**config.mk**
```make
export PLATFORM = sky130hd
export DESIGN_NAME = split_mul_pipe
export DESIGN_NICKNAME = d
export VERILOG_FILES = /design/src/rtl/split_mul_pipe.sv
export SDC_FILE = /design/constraint.sdc
export NUM_CORES = 1
export LEC_CHECK = 0
export ABC_CLOCK_PERIOD_IN_PS = 10090
export BUFFER_PORTS_ARGS = -buffer_cell sky130_fd_sc_hd__buf_2
export CAP_MARGIN = 15
export CORE_ASPECT_RATIO = 2
export CORE_UTILIZATION = 65
export CTS_CLUSTER_SIZE = 14
export DETAILED_ROUTE_END_ITERATION = 7
export PLACE_DENSITY = 0.83
export SLEW_MARGIN = 20
export SYNTH_ARGS = -nofsm -noshare
export SYNTH_HDL_FRONTEND = slang
export SYNTH_SLANG_ARGS = --single-unit
```
**constraint.sdc**
```tcl
create_clock -name clk -period 10.09 [get_ports clk]
set_clock_uncertainty 0.2 [all_clocks]
set_input_delay 0.5045 -clock clk [delete_from_list [all_inputs] [get_ports clk]]
set_output_delay 0.5045 -clock clk [all_outputs]
set_load 0.01 [all_outputs]
```
**src/rtl/split_mul_pipe.sv**
```systemverilog
// Three-stage pipelined signed/unsigned multiply-accumulate with a full-width
// or dual half-width lane mode, valid/ready handshake and per-group output.
module split_mul_pipe #(
  parameter int A_W        = 8,
  parameter int B_W        = 8,
  parameter int PSUM_WIDTH = 24
) (
  input  logic                  clk,
  input  logic                  rst_n,
  input  logic                  in_valid,
  output logic                  in_ready,
  input  logic                  mode,
  input  logic                  is_first,
  input  logic [A_W-1:0]        a,
  input  logic [B_W-1:0]        b,
  input  logic                  in_last,
  output logic                  out_valid,
  input  logic                  out_ready,
  output logic [PSUM_WIDTH-1:0] out_data
);
  localparam int HA = A_W / 2;
  localparam int HP = PSUM_WIDTH / 2;
  localparam int FW = A_W + B_W;
  localparam int LW = HA + B_W;

  logic                  w_adv, w_accept, w_mode_eff, w_first_eff;
  logic                  w_an, w_hn, w_ln, w_bn;
  logic [A_W-1:0]        w_am;
  logic [HA-1:0]         w_hm, w_lm;
  logic [B_W-1:0]        w_bm;
  logic [PSUM_WIDTH-1:0] w_pf_x, w_pf_s, w_sum;
  logic [HP-1:0]         w_ph_x, w_ph_s, w_pl_x, w_pl_s;

  logic                  r_grp_open, r_mode_l, r_first_l;
  logic                  r1_valid, r1_last, r1_mode, r1_an, r1_hn, r1_ln, r1_bn;
  logic [A_W-1:0]        r1_am;
  logic [HA-1:0]         r1_hm, r1_lm;
  logic [B_W-1:0]        r1_bm;
  logic                  r2_valid, r2_last, r2_mode, r2_fn, r2_hn, r2_ln;
  logic [FW-1:0]         r2_pf;
  logic [LW-1:0]         r2_ph, r2_pl;
  logic [PSUM_WIDTH-1:0] r_acc, r_out_data;
  logic                  r_out_valid;

  assign w_adv     = !(r_out_valid && !out_ready);
  assign in_ready  = w_adv && rst_n;
  assign w_accept  = in_valid && in_ready;
  assign out_valid = r_out_valid;
  assign out_data  = r_out_data;

  // mode/is_first come live on a group's first beat and from the latch afterwards
  always_comb begin
    w_mode_eff  = mode;
    w_first_eff = is_first;
    if (r_grp_open) begin
      w_mode_eff  = r_mode_l;
      w_first_eff = r_first_l;
    end else begin
      w_mode_eff  = mode;
      w_first_eff = is_first;
    end
  end

  // Operand conversion to sign-magnitude; magnitudes fit because the most negative value maps to 2^(n-1)
  always_comb begin
    w_an = !w_first_eff && a[A_W-1];
    w_hn = !w_first_eff && a[A_W-1];
    w_ln = !w_first_eff && a[HA-1];
    w_bn = b[B_W-1];
    w_am = w_an ? -a : a;
    w_hm = w_hn ? -a[A_W-1:HA] : a[A_W-1:HA];
    w_lm = w_ln ? -a[HA-1:0] : a[HA-1:0];
    w_bm = w_bn ? -b : b;
  end

  // Group tracking and latch of the group's mode/signedness
  always_ff @(posedge clk) begin
    if (!rst_n) begin
      r_grp_open <= 1'b0;
      r_mode_l   <= 1'b0;
      r_first_l  <= 1'b0;
    end else if (w_accept) begin
      r_grp_open <= !in_last;
      if (!r_grp_open) begin
        r_mode_l  <= mode;
        r_first_l <= is_first;
      end
    end
  end

  // S1: sign-magnitude operand register
  always_ff @(posedge clk) begin
    if (!rst_n) begin
      r1_valid <= 1'b0; r1_last <= 1'b0; r1_mode <= 1'b0;
      r1_an    <= 1'b0; r1_hn   <= 1'b0; r1_ln   <= 1'b0; r1_bn <= 1'b0;
      r1_am    <= {A_W{1'b0}};
      r1_hm    <= {HA{1'b0}};
      r1_lm    <= {HA{1'b0}};
      r1_bm    <= {B_W{1'b0}};
    end else if (w_adv) begin
      r1_valid <= w_accept;
      r1_last  <= in_last;
      r1_mode  <= w_mode_eff;
      r1_an <= w_an; r1_hn <= w_hn; r1_ln <= w_ln; r1_bn <= w_bn;
      r1_am <= w_am; r1_hm <= w_hm; r1_lm <= w_lm; r1_bm <= w_bm;
    end
  end

  // S2: unsigned magnitude products and their result signs
  always_ff @(posedge clk) begin
    if (!rst_n) begin
      r2_valid <= 1'b0; r2_last <= 1'b0; r2_mode <= 1'b0;
      r2_fn    <= 1'b0; r2_hn   <= 1'b0; r2_ln   <= 1'b0;
      r2_pf    <= {FW{1'b0}};
      r2_ph    <= {LW{1'b0}};
      r2_pl    <= {LW{1'b0}};
    end else if (w_adv) begin
      r2_valid <= r1_valid;
      r2_last  <= r1_last;
      r2_mode  <= r1_mode;
      r2_fn    <= r1_an ^ r1_bn;
      r2_hn    <= r1_hn ^ r1_bn;
      r2_ln    <= r1_ln ^ r1_bn;
      r2_pf    <= FW'(r1_am) * FW'(r1_bm);
      r2_ph    <= LW'(r1_hm) * LW'(r1_bm);
      r2_pl    <= LW'(r1_lm) * LW'(r1_bm);
    end
  end

  // S3 datapath: signed products and wrap-around sums; lanes are added separately so no carry crosses
  always_comb begin
    w_pf_x = PSUM_WIDTH'(r2_pf);
    w_ph_x = HP'(r2_ph);
    w_pl_x = HP'(r2_pl);
    w_pf_s = r2_fn ? -w_pf_x : w_pf_x;
    w_ph_s = r2_hn ? -w_ph_x : w_ph_x;
    w_pl_s = r2_ln ? -w_pl_x : w_pl_x;
    w_sum  = r_acc + w_pf_s;
    if (r2_mode) begin
      w_sum = {r_acc[PSUM_WIDTH-1:HP] + w_ph_s, r_acc[HP-1:0] + w_pl_s};
    end else begin
      w_sum = r_acc + w_pf_s;
    end
  end

  // S3: accumulator and output register; a last beat publishes and restarts the group
  always_ff @(posedge clk) begin
    if (!rst_n) begin
      r_acc       <= {PSUM_WIDTH{1'b0}};
      r_out_data  <= {PSUM_WIDTH{1'b0}};
      r_out_valid <= 1'b0;
    end else if (w_adv) begin
      if (r2_valid && r2_last) begin
        r_out_data  <= w_sum;
        r_out_valid <= 1'b1;
        r_acc       <= {PSUM_WIDTH{1'b0}};
      end else begin
        r_out_valid <= 1'b0;
        if (r2_valid) begin
          r_acc <= w_sum;
        end
      end
    end
  end
endmodule

```
==> impl_summary.md <==
Power and ir drop
For this design the static power due to leakage is 5.76 nW. Power spread over the standard cell area amounts to 122 nW/um^2. The worst vdd rail ir drop is 0.0821 mV.

Floorplan
The die is 95.9 microns wide. The core region area is 17300 sq um. The total die area is 18200 sq um.

The number of primary I/O pins is 49. The die is 190 microns tall. For this configuration, the core starts out at a cell density of 66.4%. The floorplan has 68 rows.

Finish
After routing the design area is 12300 sq um. The final core utilization is 71.4%. The leading cell type in the layout, fill and taps excluded is sky130_fd_sc_hd__nand2_1. The final layout contains 1650 nets. After filler insertion, the fill cell instance count of the layout stands at 1385. Compared with the post-synthesis result, the final layout area differs by 7.58%. In the layout the commonest cells are sky130_fd_sc_hd__nand2_1 (204), sky130_fd_sc_hd__dfxtp_1 (125), sky130_fd_sc_hd__a21oi_1 (120), sky130_fd_sc_hd__ha_1 (118), sky130_fd_sc_hd__inv_1 (107).

0 antenna diodes ended up in the layout. The share of layout cells above drive strength 1 is 7.20%. Summing all multi-input logic gate instances after layout gives 8310 sq um. Across the whole layout, storage elements account for 2500 sq um.

Place
The placed standard-cell area is 11800 sq um. In this run the tool buffered the top-level ports with 48 buffer cells. The detailed-placement wirelength estimate is 21.6 mm.

Routability-driven placement finished with a final weighted congestion of 0.928.

Clocking
After clock tree synthesis, the clock-pin slew on the worst setup and hold paths is 0.06 ns. The CTS buffer count is 17. The clock tree root driver cell is sky130_fd_sc_hd__clkbuf_16.

The level count of the clock H-tree is 4. Once the clock tree was built, the resizer swapped 0 gates to a different size. The clock sink total is 125. The TritonCTS clock tree is yes. The clock reaches the later pin of the worst-skew pair after 0.43 ns.

In this run the deepest clock path goes through 2 buffers. The number of buffers inserted to repair setup after CTS is 0. Hold repair after CTS inserted 0 buffers.

Synth
The average cell area after synthesis is 7.95 sq um. Yosys mapped a number of flops with a built-in enable equal to 0. The count of unique library cells instantiated by Yosys is 68. The gate count after technology mapping is 1442. After synthesis, flip-flops and latches occupy 21.8% of the total area. The synthesized design contains 125 register bits. The yosys synthesis warning count is 0. The number of nets in the synthesized netlist is 1646. After synthesis, the share of flip-flops with an asynchronous set or reset is 0%. The mapped netlist covers 11500 sq um. After synthesis, the cell types taking the most area are sky130_fd_sc_hd__dfxtp_1 (22%), sky130_fd_sc_hd__ha_1 (13%), sky130_fd_sc_hd__fa_1 (11%).

The share of Yosys cell area claimed by the top area cell type is 21.8%. The biggest area contributor in the post-synthesis netlist is sky130_fd_sc_hd__dfxtp_1. In the synthesized netlist the dominant register cell turns out to be sky130_fd_sc_hd__dfxtp_1.

Setup path
The worst register-to-register path begins at r1_bm[3]. The worst-case register-to-register setup slack is 5.03 ns. The endpoint identified for the worst register-to-register timing path is r2_pf[14]. The critical path data required time is 10.23 ns. The classification of the worst setup path is reg -> reg. The start point of the critical path is r1_bm[3].

The most critical setup path has its endpoint at r2_pf[14]. In this run the worst path has a maximum fanout of 16. The critical path arrival is 5.20 ns. The kind of end point of the critical path is a flip-flop. STA classifies the critical path startpoint as a flip-flop. The depth of the worst register-to-register path is 17.

Run status
The flow ran to the end, and the final reports show no timing, DRC or antenna violations.

Route
The post-detailed-routing wire length is 28.3 mm. After detailed routing, the number of vias per cell comes to 6.12. The remaining design rule violation count is 0. In this run, the number of DRC markers left after iteration 0 of detailed routing was 470. The total via count in the routed design is 10200. The detail-routed net length per standard cell is 16.9 microns. The first-pass iteration count of the detailed router is 5. The count of antenna-violating nets left after detailed routing is 0.

STA
For this run, the top clock speed supported by timing is 197 MHz. The number of max-slew violations in the final report is 0. At the pin with the least slew margin, the transition time is 1.00 ns. Setup repair after global routing left no endpoint under its margin. The total of endpoints with negative setup slack in the final report is 0.

The final total negative setup slack is 0 ns. After layout, the minimum clock period comes to 5.06 ns. The number of hold violations in the final report was 0. The share of the clock period used by the worst path after layout is 50.2%. The relative slew slack is 33.2%.

GRT
The maximum number of pins on one net before global-route repair is 102. The initial antenna violation count is 0. The via count of the first global-routing pass came to 10100. The wire length of the first global-routing pass is 45.9 mm.

Summed over all layers, the global routing overflow is 0. Global routing used 32.7% of the available tracks across all layers.

Flow run
The max-cap check violation count is 0.

Hold path
The min-delay analysis places its worst path in the category in -> reg.
-- report_power, final --
part,switching (mW),leakage [nW],internal [mW],total [mW]
Clock,0.243,0.261,0.343,0.587
Sequential,0.0411,1.02,0.518,0.559
Combinational,0.209,4.48,0.152,0.361
Total,0.493,5.76,1.01,1.51
-- registers in the layout (all words and copies together) (netlist names), 4 cells and up --
name,cells
out_data,24
r_acc,24
r2_pf,16
r2_ph,12
r2_pl,11
r1_am,8
r1_bm,8
r1_hm,4
-- layout make-up --
type / count / area share [%]
timing repair buffer: 55 / 2.37
multi-input combinational: 1139 / 67.4
inverter: 108 / 3.29
tap: 210 / 2.13
clock buffer: 18 / 3.56
sequential: 125 / 20.3
clock inverter: 13 / 0.954
-- kinds of logic (layout without fill, tap and decap cells) --
group                      after synthesis  in the layout  synth area share, %
and+or+nand+nor                        494            494                 20.5
AOI/OAI and AO/OA                      355            355                 19.4
adders and majority gates              181            181                 23.9
buffers and inverters                  178            194                 5.86
DFF                                    125            125                 21.8
xor gates and xnor gates                98             98                 7.55
muxes                                   11             11                0.972
-- through the flow --
stage          std cells  power [mW]  hold slack (ns)  worst slack (ns)
4_1_cts             1668        1.50            0.117              5.07
3_3_place_gp        1637       0.910            0.239              5.24
2_1_floorplan       1442       0.836            0.232              5.42
3_5_place_dp        1637       0.922            0.248              5.12
5_1_grt             1668        1.57            0.146              4.81
6_report            1668        1.51            0.121              5.03
-- worst min-delay path by stage --
stage | from | cells after the start | slack, ns | endpoint
3_3_place_gp | r1_last | 2 | 0.24 | r1_last
2_1_floorplan | r1_last | 2 | 0.23 | r1_last
6_report | in_last | 3 | 0.12 | r1_last
5_1_grt | in_last | 3 | 0.15 | r1_last
3_5_place_dp | r1_last | 2 | 0.25 | r2_last
4_1_cts | in_last | 3 | 0.12 | r1_last
-- worst max-delay path, cell delays in order, from the launching register on --
cell and delay, ns:
sky130_fd_sc_hd__dfxtp_1 0.69, sky130_fd_sc_hd__nand2_1 0.19, sky130_fd_sc_hd__inv_1 0.10, sky130_fd_sc_hd__ha_1 0.18, sky130_fd_sc_hd__fa_1 0.40, sky130_fd_sc_hd__ha_1 0.29
sky130_fd_sc_hd__inv_1 0.05, sky130_fd_sc_hd__fa_1 0.58, sky130_fd_sc_hd__inv_1 0.06, sky130_fd_sc_hd__ha_1 0.29, sky130_fd_sc_hd__a21o_1 0.18, sky130_fd_sc_hd__a21oi_1 0.27
sky130_fd_sc_hd__o21ai_1 0.15, sky130_fd_sc_hd__a2111oi_2 0.46, sky130_fd_sc_hd__o31ai_1 0.18, sky130_fd_sc_hd__o41ai_1 0.34, sky130_fd_sc_hd__xor2_1 0.11, sky130_fd_sc_hd__a211oi_1 0.24
-- layer usage --
| layer | global-route usage, % | vias up | wire, microns |
|---|---|---|---|
| met1 | 31.0 | 4815 | 10000 |
| met5 | 0 | - | 0 |
| met2 | 60.9 | 319 | 15100 |
| li1 | - | 4953 | - |
| met3 | 6.27 | 129 | 1370 |
| met4 | 21.6 | 0 | 1770 |
-- cell usage after synthesis, types with 4 or more instances --
master,count
sky130_fd_sc_hd__and2_1,75
sky130_fd_sc_hd__nor4_1,4
sky130_fd_sc_hd__a22oi_1,4
sky130_fd_sc_hd__fa_1,63
sky130_fd_sc_hd__nand4_1,5
sky130_fd_sc_hd__a211oi_1,25
sky130_fd_sc_hd__buf_1,9
sky130_fd_sc_hd__o21a_1,17
sky130_fd_sc_hd__o21ai_1,5
sky130_fd_sc_hd__xor2_1,16
sky130_fd_sc_hd__o21ai_0,80
sky130_fd_sc_hd__nand2_1,204
sky130_fd_sc_hd__nor3_1,21
sky130_fd_sc_hd__a21o_1,21
sky130_fd_sc_hd__o211ai_1,5
sky130_fd_sc_hd__a22o_1,4
sky130_fd_sc_hd__nand3_1,22
sky130_fd_sc_hd__and3_1,8
sky130_fd_sc_hd__o41ai_1,7
sky130_fd_sc_hd__dfxtp_1,125
sky130_fd_sc_hd__clkbuf_1,60
sky130_fd_sc_hd__a21oi_1,120
sky130_fd_sc_hd__nor2b_1,10
sky130_fd_sc_hd__mux2i_1,10
sky130_fd_sc_hd__inv_1,107
sky130_fd_sc_hd__ha_1,118
sky130_fd_sc_hd__or3_1,18
sky130_fd_sc_hd__nand2b_1,14
sky130_fd_sc_hd__a311oi_1,12
sky130_fd_sc_hd__nor2_1,91
sky130_fd_sc_hd__or4_1,4
sky130_fd_sc_hd__xnor2_1,81
sky130_fd_sc_hd__o31ai_1,20
sky130_fd_sc_hd__o21bai_1,5
Note: power is estimated with default switching activity, not from simulation.
